$ cat src/rtl/serializer_pkg.sv
// Shared types and helpers for the w_serializer slice.
package serializer_pkg;

    typedef enum logic [1:0] {
        IDLE   = 2'b00,
        SHIFT  = 2'b01,
        PARITY = 2'b10
    } state_t;

    // Width of a counter that has to hold values 0 .. width-1.
    function automatic int unsigned cnt_width(input int unsigned width);
        return (width < 2) ? 1 : $clog2(width);
    endfunction

endpackage

$ cat src/rtl/ser_bit_counter.sv
// Loadable down-counter that saturates at zero and flags it.
module ser_bit_counter #(
    parameter int unsigned CW = 3
) (
    input  logic          Clock,
    input  logic          Reset,
    input  logic          load,
    input  logic [CW-1:0] load_val,
    input  logic          dec,
    output logic          zero
);

    logic [CW-1:0] count;

    always_ff @(posedge Clock or posedge Reset) begin
        if (Reset)
            count <= '0;
        else if (load)
            count <= load_val;
        else if (dec && (count != '0))
            count <= count - CW'(1);
    end

    assign zero = (count == '0);

endmodule

$ cat src/rtl/w_serializer.sv
// Parallel-to-serial front end feeding the sequence detector one bit per Clock on w.
// Optional even-parity trailer cycle enabled by defining W_SERIALIZER_PARITY_EN.
module w_serializer
    import serializer_pkg::*;
#(
    parameter int unsigned WIDTH     = 8,
    parameter bit          MSB_FIRST = 1'b1
) (
    input  logic             Clock,
    input  logic             Reset,
    input  logic [WIDTH-1:0] din,
    input  logic             din_valid,
    output logic             din_ready,
    output logic             w,
    output logic             w_valid,
    output logic             last
);

    localparam int unsigned   CW       = cnt_width(WIDTH);
    localparam logic [CW-1:0] LAST_IDX = CW'(WIDTH - 1);

    state_t           state, state_nxt;
    logic [WIDTH-1:0] shreg;
    logic             cnt_zero;
    logic             accept;
    logic             head;

    assign accept = din_valid && din_ready;
    assign head   = MSB_FIRST ? shreg[WIDTH-1] : shreg[0];

    ser_bit_counter #(.CW(CW)) u_cnt (
        .Clock    (Clock),
        .Reset    (Reset),
        .load     (accept),
        .load_val (LAST_IDX),
        .dec      (state == SHIFT),
        .zero     (cnt_zero)
    );

    always_ff @(posedge Clock or posedge Reset) begin
        if (Reset)
            state <= IDLE;
        else
            state <= state_nxt;
    end

    always_comb begin
        state_nxt = IDLE;
        case (state)
            IDLE:   state_nxt = accept ? SHIFT : IDLE;
`ifdef W_SERIALIZER_PARITY_EN
            SHIFT:  state_nxt = cnt_zero ? PARITY : SHIFT;
            PARITY: state_nxt = accept ? SHIFT : IDLE;
`else
            SHIFT:  state_nxt = (!cnt_zero || accept) ? SHIFT : IDLE;
`endif
            default: state_nxt = IDLE;
        endcase
    end

    // The final shift of a word empties shreg, so it rests at zero between words.
    always_ff @(posedge Clock or posedge Reset) begin
        if (Reset)
            shreg <= '0;
        else if (accept)
            shreg <= din;
        else if (state == SHIFT)
            shreg <= MSB_FIRST ? {shreg[WIDTH-2:0], 1'b0} : {1'b0, shreg[WIDTH-1:1]};
    end

`ifdef W_SERIALIZER_PARITY_EN
    logic par;

    always_ff @(posedge Clock or posedge Reset) begin
        if (Reset)
            par <= 1'b0;
        else if (accept)
            par <= ^din;
    end
`endif

    always_comb begin
        din_ready = 1'b0;
        w         = 1'b0;
        w_valid   = 1'b0;
        last      = 1'b0;
        case (state)
            IDLE: din_ready = 1'b1;
            SHIFT: begin
                w       = head;
                w_valid = 1'b1;
`ifndef W_SERIALIZER_PARITY_EN
                last      = cnt_zero;
                din_ready = cnt_zero;
`endif
            end
`ifdef W_SERIALIZER_PARITY_EN
            PARITY: begin
                w         = par;
                w_valid   = 1'b1;
                last      = 1'b1;
                din_ready = 1'b1;
            end
`endif
            default: ;
        endcase
    end

endmodule

$ cat config.mk
export PLATFORM = sky130hd
export DESIGN_NAME = w_serializer
export DESIGN_NICKNAME = d
export VERILOG_FILES = /design/src/rtl/serializer_pkg.sv /design/src/rtl/ser_bit_counter.sv /design/src/rtl/w_serializer.sv
export SDC_FILE = /design/constraint.sdc
export NUM_CORES = 1
export LEC_CHECK = 0
export ABC_CLOCK_PERIOD_IN_PS = 2100
export CAP_MARGIN = 10
export CORE_MARGIN = 5
export CORE_UTILIZATION = 45
export CTS_CLUSTER_DIAMETER = 40
export CTS_CLUSTER_SIZE = 14
export DETAILED_ROUTE_END_ITERATION = 8
export PLACE_DENSITY = 0.74
export SETUP_SLACK_MARGIN = 0.4
export SLEW_MARGIN = 0
export SYNTH_ARGS = -nofsm -noshare
export SYNTH_HDL_FRONTEND = slang
export SYNTH_SLANG_ARGS = --single-unit
$ cat constraint.sdc
create_clock -name Clock -period 2.1 [get_ports Clock]
set_input_delay 0.21 -clock Clock [delete_from_list [all_inputs] [get_ports Clock]]
set_output_delay 0.21 -clock Clock [all_outputs]
set_load 0.02 [all_outputs]
==> results of run 1 <==
## cells by family after synthesis
logic type      share of synthesized area, %
buf+inv                                 8.92
mux                                     3.82
compound gates                          18.7
flops                                   51.0
simple gates                            13.4
fa+ha+maj                               4.25
## final cells by class
type                       count  area (um2)
tap                           15        18.8
inverter                       8        37.5
multi-input combinational     37         241
timing repair buffer          22         195
fill                          99         439
sequential                    12         300
clock buffer                   4        36.3
## repair_timing
| action | in CTS | in global routing |
|---|---|---|
| pin swaps | 0 | 0 |
| endpoints found under the setup margin | 3 | 2 |
| gates resized for setup | 10 | 4 |
| buffers inserted | 2 | 4 |
| hold buffers | 0 | 0 |
## layout by cell type, fill, tap and decap left out, types with 2 or more instances in the layout
cell / n
dfrtp_1: 12
nand2_1: 11
clkdlybuf4s50_1: 11
buf_4: 8
inv_1: 7
a32oi_1: 5
clkbuf_4: 3
mux2_2: 2
o22ai_1: 2
a31oi_1: 2
and2_1: 2
o21ai_0: 2
o21ai_1: 2
ha_2: 2
## per-layer routing
layer / vias to the layer above / global-route usage, % / part of all wire (%)
met4: 0 / 5.11 / 0.64
met1: 242 / 19.0 / 46
li1: 255 / - / -
met2: 19 / 19.8 / 47
met5: - / 0 / 0
met3: 2 / 2.34 / 6.5
## power breakdown
| group | internal [uW] | switching [uW] | total (uW) |
|---|---|---|---|
| clock network | 105 | 77.7 | 183 |
| registers | 328 | 55.5 | 383 |
| logic | 296 | 290 | 586 |
## state kept, by name (all words and copies together), names as in the netlist
signal	flops
u_cnt.count	3
shreg	8
state	1
## worst paths after layout
| check | endpoint | cells after the start | start |
|---|---|---|---|
| setup reg to reg | shreg[1]$_DFFE_PP0P_ | 8 | u_cnt.count[0]$_DFFE_PP0P_ |
| setup / recovery | din_ready | 6 | u_cnt.count[0]$_DFFE_PP0P_ |
| max in group asynchronous | shreg[7]$_DFFE_PP0P_ | 2 | Reset |
| min in group Clock | shreg[6]$_DFFE_PP0P_ | 2 | shreg[5]$_DFFE_PP0P_ |
| hold reg to reg | shreg[6]$_DFFE_PP0P_ | 2 | shreg[5]$_DFFE_PP0P_ |
| hold / removal | u_cnt.count[2]$_DFFE_PP0P_ | 2 | Reset |
## per-stage QoR
step / cells / utilization (%) / hold slack (ns) / setup WS [ns] / cell area (um2)
4_1_cts: 94 / 62.9 / 0.252 / 0.393 / 798
3_5_place_dp: 88 / 58.6 / 0.465 / 0.191 / 743
3_3_place_gp: 88 / 58.6 / 0.459 / 0.221 / 743
6_report: 98 / 65.4 / 0.234 / 0.434 / 830
5_1_grt: 98 / 65.4 / 0.286 / 0.375 / 830
2_1_floorplan: 60 / - / 0.0747 / 0.544 / 589
==> impl_metrics.json, run 1 <==
{
  "cts_made_buffers": 3,
  "crit_top_cell": "ha_2",
  "vias_per_cell": 5.29,
  "layout-drive-gt1-share_pct": 24.1,
  "yosys.area.top_type": "dfrtp_1",
  "die_w_um": 46.2,
  "critPathMaxStageDelay_ns": 0.36,
  "critPathBufInv": 3,
  "synth-edff-count": 0,
  "syn2layout_area_growth_pct": 40.8,
  "rsz0062_at_grt": "yes",
  "die_h_um": 46.2,
  "crit_chain": "inv_1 > ha_2 > ha_2 > and2b_4 > inv_8 > buf_6",
  "wl_per_cell_um": 12.8,
  "start_kind": "flip-flop",
  "finalNetCount": 97,
  "finalSetupViolCount": 0,
  "max_slew_margin_pct": 70.3,
  "finalPower_uw": 1150,
  "peakVddDrop_uv": 872,
  "antenna_found_initial": 0,
  "synthCells": 60,
  "drv_cap": 0,
  "gp_congestion": 0.746,
  "finClkSkew_ns": 0.000709,
  "clk_latency_ns": 0.27,
  "ys_types": 22,
  "worst-endpoint-arrival_ns": 1.46,
  "syn_area_um2": 589,
  "drc_errors": 0,
  "period_share_pct": 79.4,
  "num_antenna_cells": 0,
  "ys_warn_count": 0,
  "grt_pass1_vias": 476,
  "port_buffers": 14,
  "track_usage_pct": 13.3,
  "synth_top_cell_area_share_pct": 51.0,
  "cts.sinks": 12,
  "ys_top_cells_by_area": "dfrtp_1, a32oi_1, nand2_1",
  "power_density_mw_per_mm2": 1390,
  "required_ns": 1.89,
  "syn-num-nets": 73,
  "routed_wl_um": 1250,
  "setup.worst_path.class": "flip-flop to output port",
  "drv_slew": 0,
  "h-tree-depth": 1,
  "core_mm2": 0.00127,
  "die_area_mm2": 0.00213,
  "min_path_type": "input port to asynchronous set/reset pin",
  "first_pass_iters": 4,
  "yosys-top-cells-count": "dfrtp_1, nand2_1, inv_1",
  "fmax_ghz": 0.600,
  "fp-row-count": 13,
  "synth-seq-cells": 12,
  "synth_ff_type": "dfrtp_1",
  "r2r_slack_ns": 0.49,
  "finalHoldViolCount": 0,
  "grt_pass1_wl_um": 2040,
  "outcome": "complete, no violations",
  "clk_pin_slew_ns": 0.08,
  "detailed_place_hpwl_um": 901,
  "via_count": 518,
  "grt_max_degree": 16,
  "start_util_pct": 46.4,
  "cts_buffer_depth": 2,
  "drtIter0Drc": 14,
  "ant_nets": 0,
  "endpoint_kind": "output port",
  "avgSynthCellArea_um2": 9.82,
  "ios": 15,
  "grt_overflow": 0,
  "fin_crit_ns": 1.67,
  "cts_tree": "done",
  "cp_slowest_cell": "dfrtp_1",
  "leakage_uw": 0.000408,
  "critPathMaxFanout": 4,
  "ys_seq_area_share_pct": 51.0,
  "root_buffer": "clkbuf_4",
  "tightest_slew_ns": 0.445,
  "finalSetupTns_ns": 0,
  "yosysMostFrequentCell": "dfrtp_1",
  "cp_top_family": "flip-flops",
  "async_flop_share_pct": 100
}
Power figures use the tool's default switching activity.
==> run 2, diff against run 1 <==
--- a/config.mk
+++ b/config.mk
@@ -5,14 +5,14 @@
 export SDC_FILE = /design/constraint.sdc
 export NUM_CORES = 1
 export LEC_CHECK = 0
-export ABC_CLOCK_PERIOD_IN_PS = 2100
+export ABC_CLOCK_PERIOD_IN_PS = 1400
 export CAP_MARGIN = 10
 export CORE_MARGIN = 5
-export CORE_UTILIZATION = 45
+export CORE_UTILIZATION = 41
 export CTS_CLUSTER_DIAMETER = 40
 export CTS_CLUSTER_SIZE = 14
 export DETAILED_ROUTE_END_ITERATION = 8
-export PLACE_DENSITY = 0.74
+export PLACE_DENSITY = 0.71
 export SETUP_SLACK_MARGIN = 0.4
 export SLEW_MARGIN = 0
 export SYNTH_ARGS = -nofsm -noshare
==> constraint.sdc (replaced) <==
create_clock -name Clock -period 1.4 [get_ports Clock]
set_input_delay 0.14 -clock Clock [delete_from_list [all_inputs] [get_ports Clock]]
set_output_delay 0.14 -clock Clock [all_outputs]
set_load 0.02 [all_outputs]
==> impl_metrics.json, run 2 (synthesis gave the netlist of run 1 again) <==
{
  "required_ns": 1.55,
  "start_kind": "flip-flop",
  "outcome": "complete, but fails checks",
  "die_h_um": 47.9,
  "crit_chain": "inv_1 > ha_2 > ha_4 > and2b_4 > inv_4 > buf_12 > a32oi_1 > nand2_1",
  "clk_pin_slew_ns": 0.08,
  "fin_crit_ns": 1.59,
  "leakage_uw": 0.000442,
  "seqPwrFrac_pct": 30.7,
  "antenna_found_initial": 0,
  "track_usage_pct": 13.3,
  "port_buffers": 14,
  "swShare_pct": 35.4,
  "first_pass_iters": 4,
  "r2r_slack_ns": -0.19,
  "grt_max_degree": 15,
  "min_path_type": "input port to asynchronous set/reset pin",
  "holdWs_ns": 0.199,
  "largest_register_ffs": 8,
  "place_ws_ns": -0.346,
  "rsz0062_at_grt": "yes",
  "switchingPower_uw": 667,
  "cp_top_family": "flip-flops",
  "finalSetupViolCount": 11,
  "finalPower_uw": 1880,
  "core_mm2": 0.00133,
  "cts.sinks": 12,
  "detailed_place_hpwl_um": 868,
  "period_share_pct": 114,
  "routed_wl_um": 1360,
  "layout_common_cells": "nand2_1, dfrtp_1, clkdlybuf4s50_1, buf_4, inv_1",
  "finClkSkew_ns": 0.00200,
  "root_buffer": "clkbuf_4",
  "violations": "negative setup slack",
  "setup.worst_path.class": "flip-flop to flip-flop",
  "power_density_mw_per_mm2": 2080,
  "fmax_ghz": 0.629,
  "critPathMaxFanout": 14,
  "cts_buffer_depth": 2,
  "cts_tree": "done",
  "grt_pass1_vias": 467,
  "num_antenna_cells": 0,
  "finalHoldViolCount": 0,
  "peakVddDrop_uv": 1350,
  "drtIter0Drc": 13,
  "vias_per_cell": 5.22,
  "endpoint_kind": "flip-flop",
  "postLayoutCoreUtil_pct": 67.8,
  "fp-row-count": 13,
  "holdBufCountCts": 0,
  "critPathMaxStageDelay_ns": 0.35,
  "wl_per_cell_um": 13.5,
  "drv_cap": 0,
  "die_w_um": 47.9,
  "critPathBufInv": 3,
  "pwr-share-comb_pct": 54.7,
  "clk_latency_ns": 0.27,
  "via_count": 527,
  "cts_made_buffers": 3,
  "drc_errors": 0,
  "setup_ws_ns": -0.190,
  "p_clk_share_pct": 14.6,
  "die_area_mm2": 0.00230,
  "tightest_slew_ns": 0.466,
  "grt_overflow": 0,
  "largest_register": "shreg",
  "start_util_pct": 44.2,
  "cp_slowest_cell": "dfrtp_1",
  "largestRegisters": "shreg: 8 flops, u_cnt.count: 3 flops, state: 1 flops",
  "internal_power_uw": 1220,
  "finalNetCount": 100,
  "finalSetupTns_ns": -1.26,
  "drv_slew": 0,
  "worst-endpoint-arrival_ns": 1.74,
  "ios": 15,
  "h-tree-depth": 1,
  "syn2layout_area_growth_pct": 53.5,
  "gp_congestion": 0.710,
  "max_slew_margin_pct": 68.9,
  "grt_pass1_wl_um": 2040,
  "fillers": 102,
  "ant_nets": 0,
  "layout-drive-gt1-share_pct": 36.0
}
==> run 2: changes by cell type in the layout (fill, tap and decap cells not counted), sizes merged <==
| cell | before | now |
|---|---|---|
| clkbuf | 5 | 4 |
| clkdlybuf4s50 | 11 | 10 |
| buf | 9 | 15 |
| dlygate4sd2 | 1 | 0 |
==> run 2: final cells by class <==
cell class | count | area, um2 | share of cell area (%)
Tap cell | 15 | 18.8 | 2.07
Sequential cell | 12 | 302 | 33.3
Inverter | 8 | 32.5 | 3.60
Clock buffer | 4 | 36.3 | 4.01
Timing Repair Buffer | 25 | 240 | 26.6
Multi-Input combinational cell | 37 | 275 | 30.4
==> run 2: per-stage QoR <==
step	instance area, um2	cells
after floorplan	599	60
after global placement	787	93
after detailed placement	787	93
after CTS	881	100
after global routing	905	101
final	905	101
==> run 2: path summary, 6_finish.rpt <==
| path | from | to | cells past startpoint |
|---|---|---|---|
| setup / recovery | u_cnt.count[0]$_DFFE_PP0P_ | shreg[5]$_DFFE_PP0P_ | 8 |
| hold / removal | Reset | shreg[0]$_DFFE_PP0P_ | 2 |
| setup reg to reg | u_cnt.count[0]$_DFFE_PP0P_ | shreg[5]$_DFFE_PP0P_ | 8 |
| hold reg to reg | shreg[2]$_DFFE_PP0P_ | shreg[3]$_DFFE_PP0P_ | 2 |
| max in group asynchronous | Reset | state[0]$_DFF_PP0_ | 2 |
| min in group Clock | din[2] | shreg[2]$_DFFE_PP0P_ | 3 |
==> run 2: repair_timing <==
item / CTS / global route
setup endpoints to repair: 16 / 16
buffers inserted: 3 / 1
endpoints found under the hold margin: 0 / 0
gates resized for setup: 31 / 3
pin swaps: 9 / 9
==> run 2: power by group through the flow <==
stage	clock network [uW]	logic (uW)	registers (uW)
floorplan	0	529	576
global placement	0	798	574
detailed placement	0	809	580
CTS	286	959	573
global route	294	1140	595
finish	274	1030	578
==> run 2: metal layers <==
layer,GRT usage (%),vias to the layer above,share of wire [%]
met5,0,-,0
met3,2.26,2,6.8
met2,19.5,16,49
met4,9.68,0,0.88
met1,17.4,248,43
li1,-,261,-
